## config.mk

```make
export PLATFORM = sky130hd
export DESIGN_NAME = dilv2_deint
export DESIGN_NICKNAME = d
export VERILOG_FILES = /design/src/rtl/dilv2_deint.sv
export SDC_FILE = /design/constraint.sdc
export NUM_CORES = 1
export LEC_CHECK = 0
export ABC_AREA = 1
export CORE_ASPECT_RATIO = 0.6
export CORE_UTILIZATION = 44
export CTS_BUF_LIST = sky130_fd_sc_hd__clkbuf_8
export DETAILED_ROUTE_END_ITERATION = 16
export GPL_TIMING_DRIVEN = 0
export PLACE_DENSITY = 0.91
export SLEW_MARGIN = 0
export SYNTH_ARGS = -nofsm -noshare
export SYNTH_HDL_FRONTEND = slang
export SYNTH_SLANG_ARGS = --single-unit
```

## constraint.sdc

```tcl
create_clock -name clk -period 2.65 [get_ports clk]
set_input_delay 0.53 -clock clk [delete_from_list [all_inputs] [get_ports clk]]
set_output_delay 0.53 -clock clk [all_outputs]
set_load 0.01 [all_outputs]
```

## src/rtl/dilv2_deint.sv

```systemverilog
// Receive-side inverse of the SL3 2-way lane interleaver: un-mixes odd/even
// channel bits, realigns the low half by one accepted word and re-joins halves.
module dilv2_deint #(
  parameter int WIDTH = 40,
  parameter int CNT_W = 16
) (
  input  logic             clk,
  input  logic             arst,
  input  logic             resync,
  input  logic             din_valid,
  input  logic [WIDTH-1:0] din,
  output logic [WIDTH-1:0] dout,
  output logic             dout_valid,
  output logic             primed,
  output logic [CNT_W-1:0] word_cnt
);
  localparam int HW = WIDTH / 2;

  generate
    if (WIDTH % 2 != 0) begin : g_width_chk
      $error("dilv2_deint: WIDTH must be even");
    end
  endgenerate

  typedef enum logic {PRIME, RUN} state_t;

  state_t           r_state;
  logic [HW-1:0]    r_prev_low;
  logic [WIDTH-1:0] r_dout;
  logic             r_dout_valid;
  logic [CNT_W-1:0] r_word_cnt;
  logic [HW-1:0]    w_u_low;
  logic [HW-1:0]    w_u_high;

  // Even channel bits carry the current low half, odd bits the previous high half.
  always_comb begin
    w_u_low  = '0;
    w_u_high = '0;
    for (int i = 0; i < HW; i++) begin
      w_u_low[i]  = din[2*i];
      w_u_high[i] = din[2*i+1];
    end
  end

  always_ff @(posedge clk or posedge arst) begin
    if (arst) begin
      r_state      <= PRIME;
      r_prev_low   <= '0;
      r_dout       <= '0;
      r_dout_valid <= 1'b0;
      r_word_cnt   <= '0;
    end else if (resync) begin
      r_state      <= PRIME;
      r_prev_low   <= '0;
      r_dout_valid <= 1'b0;
      r_word_cnt   <= '0;
    end else if (din_valid) begin
      r_prev_low <= w_u_low;
      if (r_state == PRIME) begin
        // High half of the priming word is the transmitter's stale initial value.
        r_state      <= RUN;
        r_dout_valid <= 1'b0;
      end else begin
        r_dout       <= {w_u_high, r_prev_low};
        r_dout_valid <= 1'b1;
        if (r_word_cnt != '1)
          r_word_cnt <= r_word_cnt + CNT_W'(1);
      end
    end else begin
      r_dout_valid <= 1'b0;
    end
  end

  assign dout       = r_dout;
  assign dout_valid = r_dout_valid;
  assign primed     = (r_state == RUN);
  assign word_cnt   = r_word_cnt;
endmodule
```

# ---- Word level (Yosys, flattened, before mapping)
# Cells that the tools add are included.
dict set report classes {
  reduce_logical 5
  bitwise_logic 1
  shift 0
  n_mux 11
  n_lt_le_gt_ge 0
  add_sub_neg 1
  n_eq_ne 1
  div_mod_pow 0
  n_mul 0
}
# operator n
set op_table {}
lappend op_table {{$mux 16} 4}
lappend op_table {{$mux 20} 2}
lappend op_table {{$add 16x1->16 const B} 1}
lappend op_table {{$ne 16x16->1 const B} 1}
lappend op_table {{$reduce_and 3->1} 2}
lappend op_table {{$reduce_bool 2->1} 3}
lappend op_table {{$mux 1} 5}
lappend op_table {{$not 1->1} 1}
dict set report totals {
  mem_bits_rw 0
  n_memories 0
  elab_cells 24
  romBits 0
  latchBits 0
  out_inout_bits 58
  register_bits 78
  in_bits 44
}

# ---- Longest topological paths before layout
dict set report logic_depth {
  word_depth 5
  depth_mapped 10
}

# ---- Worst setup path before layout
# OpenSTA, ideal clock, no wires.
dict set report synth_timing {
  kind {register to register}
  start {reg r_word_cnt[0], in the netlist word_cnt[0]}
  end {reg r_word_cnt[2], in the netlist word_cnt[2]}
  synth_period_minus_slack_ns 1.623
  slack_ns 1.027
  setup_ns 0.066
  stages_incl_launch_ff 10
  t_arrival_ns 1.558
  n_path_buf 1
  cell_sequence {dfrtp_1 -> ha_1 -> nand3_1 -> inv_1 -> nand2_2 -> nor2_4 -> nor2_4 -> buf_2 -> nand4_1 -> nand2_1}
}
dict set report synth_between {
  elab_chain_len 5
  word_cells_on_any_way 8
  cone_classes {add/sub: 1; eq/ne: 1; mux: 4; reduce/logical: 2}
}
# element line
set synth_rtl {}
lappend synth_rtl {{start: declaration} 31} ;# logic [CNT_W-1:0] r_word_cnt;
lappend synth_rtl {{start signal: assignment} 67} ;# r_word_cnt <= r_word_cnt + CNT_W'(1);
lappend synth_rtl {{$add 16x1->16} 67}
lappend synth_rtl {{$mux 16} 66} ;# if (r_word_cnt != '1)
lappend synth_rtl {{$mux 16} 59} ;# if (r_state == PRIME) begin
lappend synth_rtl {{$mux 16} 57} ;# end else if (din_valid) begin
lappend synth_rtl {{$mux 16} 52} ;# end else if (resync) begin
# Several ways; a longest one is shown, not always the timed one. The select of a mux whose other input is x is not followed.
# A chain may end at the register's enable or synchronous reset.

# ---- Worst setup path in the final report
dict set report layout_timing {
  start {in resync}
  end {reg r_prev_low[9]}
}
dict set report layout_between {
  elab_chain_len 1
  word_cells_on_any_way 2
  cone_classes {mux: 1; reduce/logical: 1}
}
# element line
set layout_rtl {}
lappend layout_rtl {{start: declaration} 9} ;# input logic resync,
lappend layout_rtl {{$mux 20 / $reduce_bool 2->1 (equally long branches)} --}
lappend layout_rtl {{end signal: assignment} 58} ;# r_prev_low <= w_u_low;
lappend layout_rtl {{end: declaration} 28} ;# logic [HW-1:0] r_prev_low;
# Several ways; a longest one is shown, not always the timed one.

==> run_results.csv <==
group,metric,value,unit
route,drt_first_pass_iters,6,
floorplan,chipWidth,114,µm
critical_path,worstPathRequired,2.85,ns
route,wl_per_cell,13.5,µm
worst_hold_path,min_from,"dout[34]",
run_status,outcome,"completed",
clocking,clk_root_buffer_cell,"sky130_fd_sc_hd__clkbuf_8",
yosys,avgSynthCellArea,8.53,µm²
finish,final_cell_count_no_fill,611,
critical_path,critical-path-slowest-cell,"sky130_fd_sc_hd__clkdlybuf4s50_1",
critical_path,worstPathArrival,2.21,ns
critical_path,worst-setup-path-type,"in2reg",
grt,grt_overflow_total,0,
grt,grt_max_degree,52,
placed_design,dp_cells,595,
power_and_ir_drop,power_density,612,mW/mm²
critical_path,cp_max_fo,10,
finish,antenna_cells_inserted,0,
clocking,numCtsBuffers,9,
floorplan,boundaryPins,102,
timing,layout_setup_ws,0.643,ns
timing,period_utilization_post_route,75.7,%
critical_path,path_cells,"clkdlybuf4s50_1, clkinv_1, nand2_1, clkbuf_1, o21ai_0",
critical_path,worst_setup_path_end_kind,"register",
floorplan,placementRows,24,
timing,finalSetupViolCount,0,
timing,tightest_slew,0.510,ns
timing,max_slew_margin,66.0,%
yosys,synth_warnings,0,
clocking,post_cts_buffers,0,
timing,finalWorstPathRequiredPeriod,2.01,ns
placed_design,place.port_buffers,101,
timing,report.final.slew_viol_count,0,
placed_design,post_dp_cell_area,0.00449,mm²
finish,layout.core_utilization,65.0,%
finish,num-nets-final,547,
worst_hold_path,min_path_type,"reg2reg",
clocking,clock_sinks,78,
job,max_cap_viol_count,0,
route,vias,2953,
grt,all_layer_gr_usage,22.3,%
floorplan,floorplan.die_area,0.00790,mm²
timing,fmax,498,MHz
yosys,synth.top_cells.by_area,"sky130_fd_sc_hd__dfrtp_1 (59%), sky130_fd_sc_hd__nand2_1 (18%), sky130_fd_sc_hd__o21ai_0 (6.0%)",
timing,finalClockSkew,0.00431,ns
grt,global_route.usage.met2,35.7,%
placed_design,pre_cts_ws,0.302,ns
power_and_ir_drop,total_power,2890,µW
yosys,yosys.cell_types.count,23,
floorplan,die_y,69.3,µm
yosys,synth_nets,434,
yosys,synth_sequential_area_ratio,58.8,%
clocking,clk_latency,0.34,ns
timing,finalHoldViolCount,0,
yosys,yosys_register_bits,78,
yosys,yosysTopAreaCell,"sky130_fd_sc_hd__dfrtp_1",
clocking,ctsHoldBuffers,0,
critical_path,reg2reg_depth,9,
timing,rsz0062_at_grt,"false",
finish,layout-area-overhead-vs-synth,42.3,%
placed_design,post-dp-hpwl,6.04,mm
floorplan,initial_utilization,45.6,%
grt,grt_first_pass_wirelength,13.6,mm
grt,grt_pass1_vias,2896,
power_and_ir_drop,leakagePower,0.00217,µW
grt,global_route.peak_usage_layer,"met2",
clocking,cts.clk_slew.worst_paths,0.08,ns
placed_design,gp_congestion,0.848,
yosys,synth_cells,389,
critical_path,worst_setup_path_start_kind,"input port",
worst_hold_path,hold-path-cell-count,2,
grt,global_route.usage.met3,5.86,%
clocking,h_tree_levels,3,
yosys,netlist_area_before_placement,0.00332,mm²
power_and_ir_drop,worst_ir_drop_on_vdd,0.000336,V
critical_path,rr_startpoint,"word_cnt[0]",
grt,globalRouteMet1Util,29.7,%
critical_path,critical_path.max_stage_delay,0.63,ns
grt,initial_antenna_violation_count,0,
clocking,tritoncts,"built",
finish,stdcell_area,0.00472,mm²
clocking,maximum_root_to_sink_buffer_count,2,
route,wirelength,8.27,mm
floorplan,core_area,0.00727,mm²
clocking,postCtsResizedCells,0,
critical_path,startpoint,"resync",
route,initialDrtViolationCount,182,
finish,drive_above_1_share,5.72,%
route,drc_errors,0,
yosys,synth_top_area_share,58.8,%
route,route.antenna.remaining_nets,0,
route,routed_via_density,4.83,
cell usage after synthesis:
cell type,instances
sky130_fd_sc_hd__inv_2,1
sky130_fd_sc_hd__nand3b_1,1
sky130_fd_sc_hd__nor2_8,1
sky130_fd_sc_hd__nand4_1,13
sky130_fd_sc_hd__nand2_1,163
sky130_fd_sc_hd__o21ai_0,40
sky130_fd_sc_hd__nand3_1,10
sky130_fd_sc_hd__buf_6,1
sky130_fd_sc_hd__ha_1,1
sky130_fd_sc_hd__xor2_1,4
sky130_fd_sc_hd__inv_1,32
sky130_fd_sc_hd__or2_2,2
sky130_fd_sc_hd__o21bai_1,3
sky130_fd_sc_hd__clkbuf_1,13
sky130_fd_sc_hd__nor2_4,2
sky130_fd_sc_hd__o21ai_1,2
sky130_fd_sc_hd__nor2_2,2
sky130_fd_sc_hd__clkinv_1,1
sky130_fd_sc_hd__o21a_1,1
sky130_fd_sc_hd__dfrtp_1,78
sky130_fd_sc_hd__nand2_2,1
sky130_fd_sc_hd__nor2_1,16
sky130_fd_sc_hd__buf_2,1
worst max-delay path, delay by kind of cell:
family                 cells  cell delay, ns
AO/OA/AOI/OAI              1            0.16
buffers and inverters      3            1.35
AND/OR/NAND/NOR            1            0.16
state kept, by name, summed over array words and instances, names as in the netlist:
register / flops
dout: 40
r_prev_low: 20
primed: 1
word_cnt: 16
dout_valid: 1
logic make-up (layout without fill, tap and decap cells):
| kind of cell | count (synthesis) | in the layout | synth area share, % |
|---|---|---|---|
| fa+ha+maj | 1 | 1 | 0.377 |
| compound gates | 46 | 46 | 7.24 |
| xor+xnor | 4 | 4 | 1.06 |
| flops | 78 | 78 | 58.8 |
| buf+inv | 49 | 167 | 5.81 |
| simple gates | 211 | 211 | 26.7 |
report_power, final:
part           internal, µW  total (µW)  switching (µW)  leakage, µW
Sequential             1310        1370            65.1      0.00103
Combinational           283         511             228      0.00102
Clock                   582        1010             426     0.000116
final cells by class:
cell class,instances,area (µm²)
clock inverter,5,81.3
multi-input combinational,262,1170
inverter,34,130
timing repair buffer,102,1040
buffer,15,65.1
fill,618,2550
tap,104,130
sequential,78,1950
clock buffer,11,151
worst paths after layout:
kind / end / slack (ns)
worst max-delay path: r_prev_low[9] / 0.64
min in group asynchronous: word_cnt[4] / 0.52
max in group asynchronous: dout[31] / 1.56
worst min register to register: dout[34] / 0.47
worst min-delay path: dout[34] / 0.47
worst max register to register: word_cnt[2] / 0.73
layout by cell type (no fill, tap or decap), types with 4 or more instances in the layout:
master | netlist | routed
sky130_fd_sc_hd__nor2_1 | 16 | 16
sky130_fd_sc_hd__clkbuf_8 | 0 | 11
sky130_fd_sc_hd__inv_1 | 32 | 31
sky130_fd_sc_hd__xor2_1 | 4 | 4
sky130_fd_sc_hd__clkbuf_1 | 13 | 13
sky130_fd_sc_hd__o21ai_0 | 40 | 40
sky130_fd_sc_hd__clkdlybuf4s50_1 | 0 | 101
sky130_fd_sc_hd__nand2_1 | 163 | 163
sky130_fd_sc_hd__nand3_1 | 10 | 10
sky130_fd_sc_hd__dfrtp_1 | 78 | 78
sky130_fd_sc_hd__nand4_1 | 13 | 13
per-stage QoR:
stage               TNS, ns  hold slack [ns]
CTS                       0            0.478
detailed placement        0            0.459
floorplan                 0            0.483
global route              0            0.503
finish                    0            0.474
global placement     -81.88            0.454
per-layer routing:
metal | routed length, µm | part of all wire [%]
met5 | 0 | 0
met4 | 95 | 1.1
met3 | 568 | 6.9
met2 | 3950 | 48
met1 | 3650 | 44
Power figures use the tool's default switching activity.
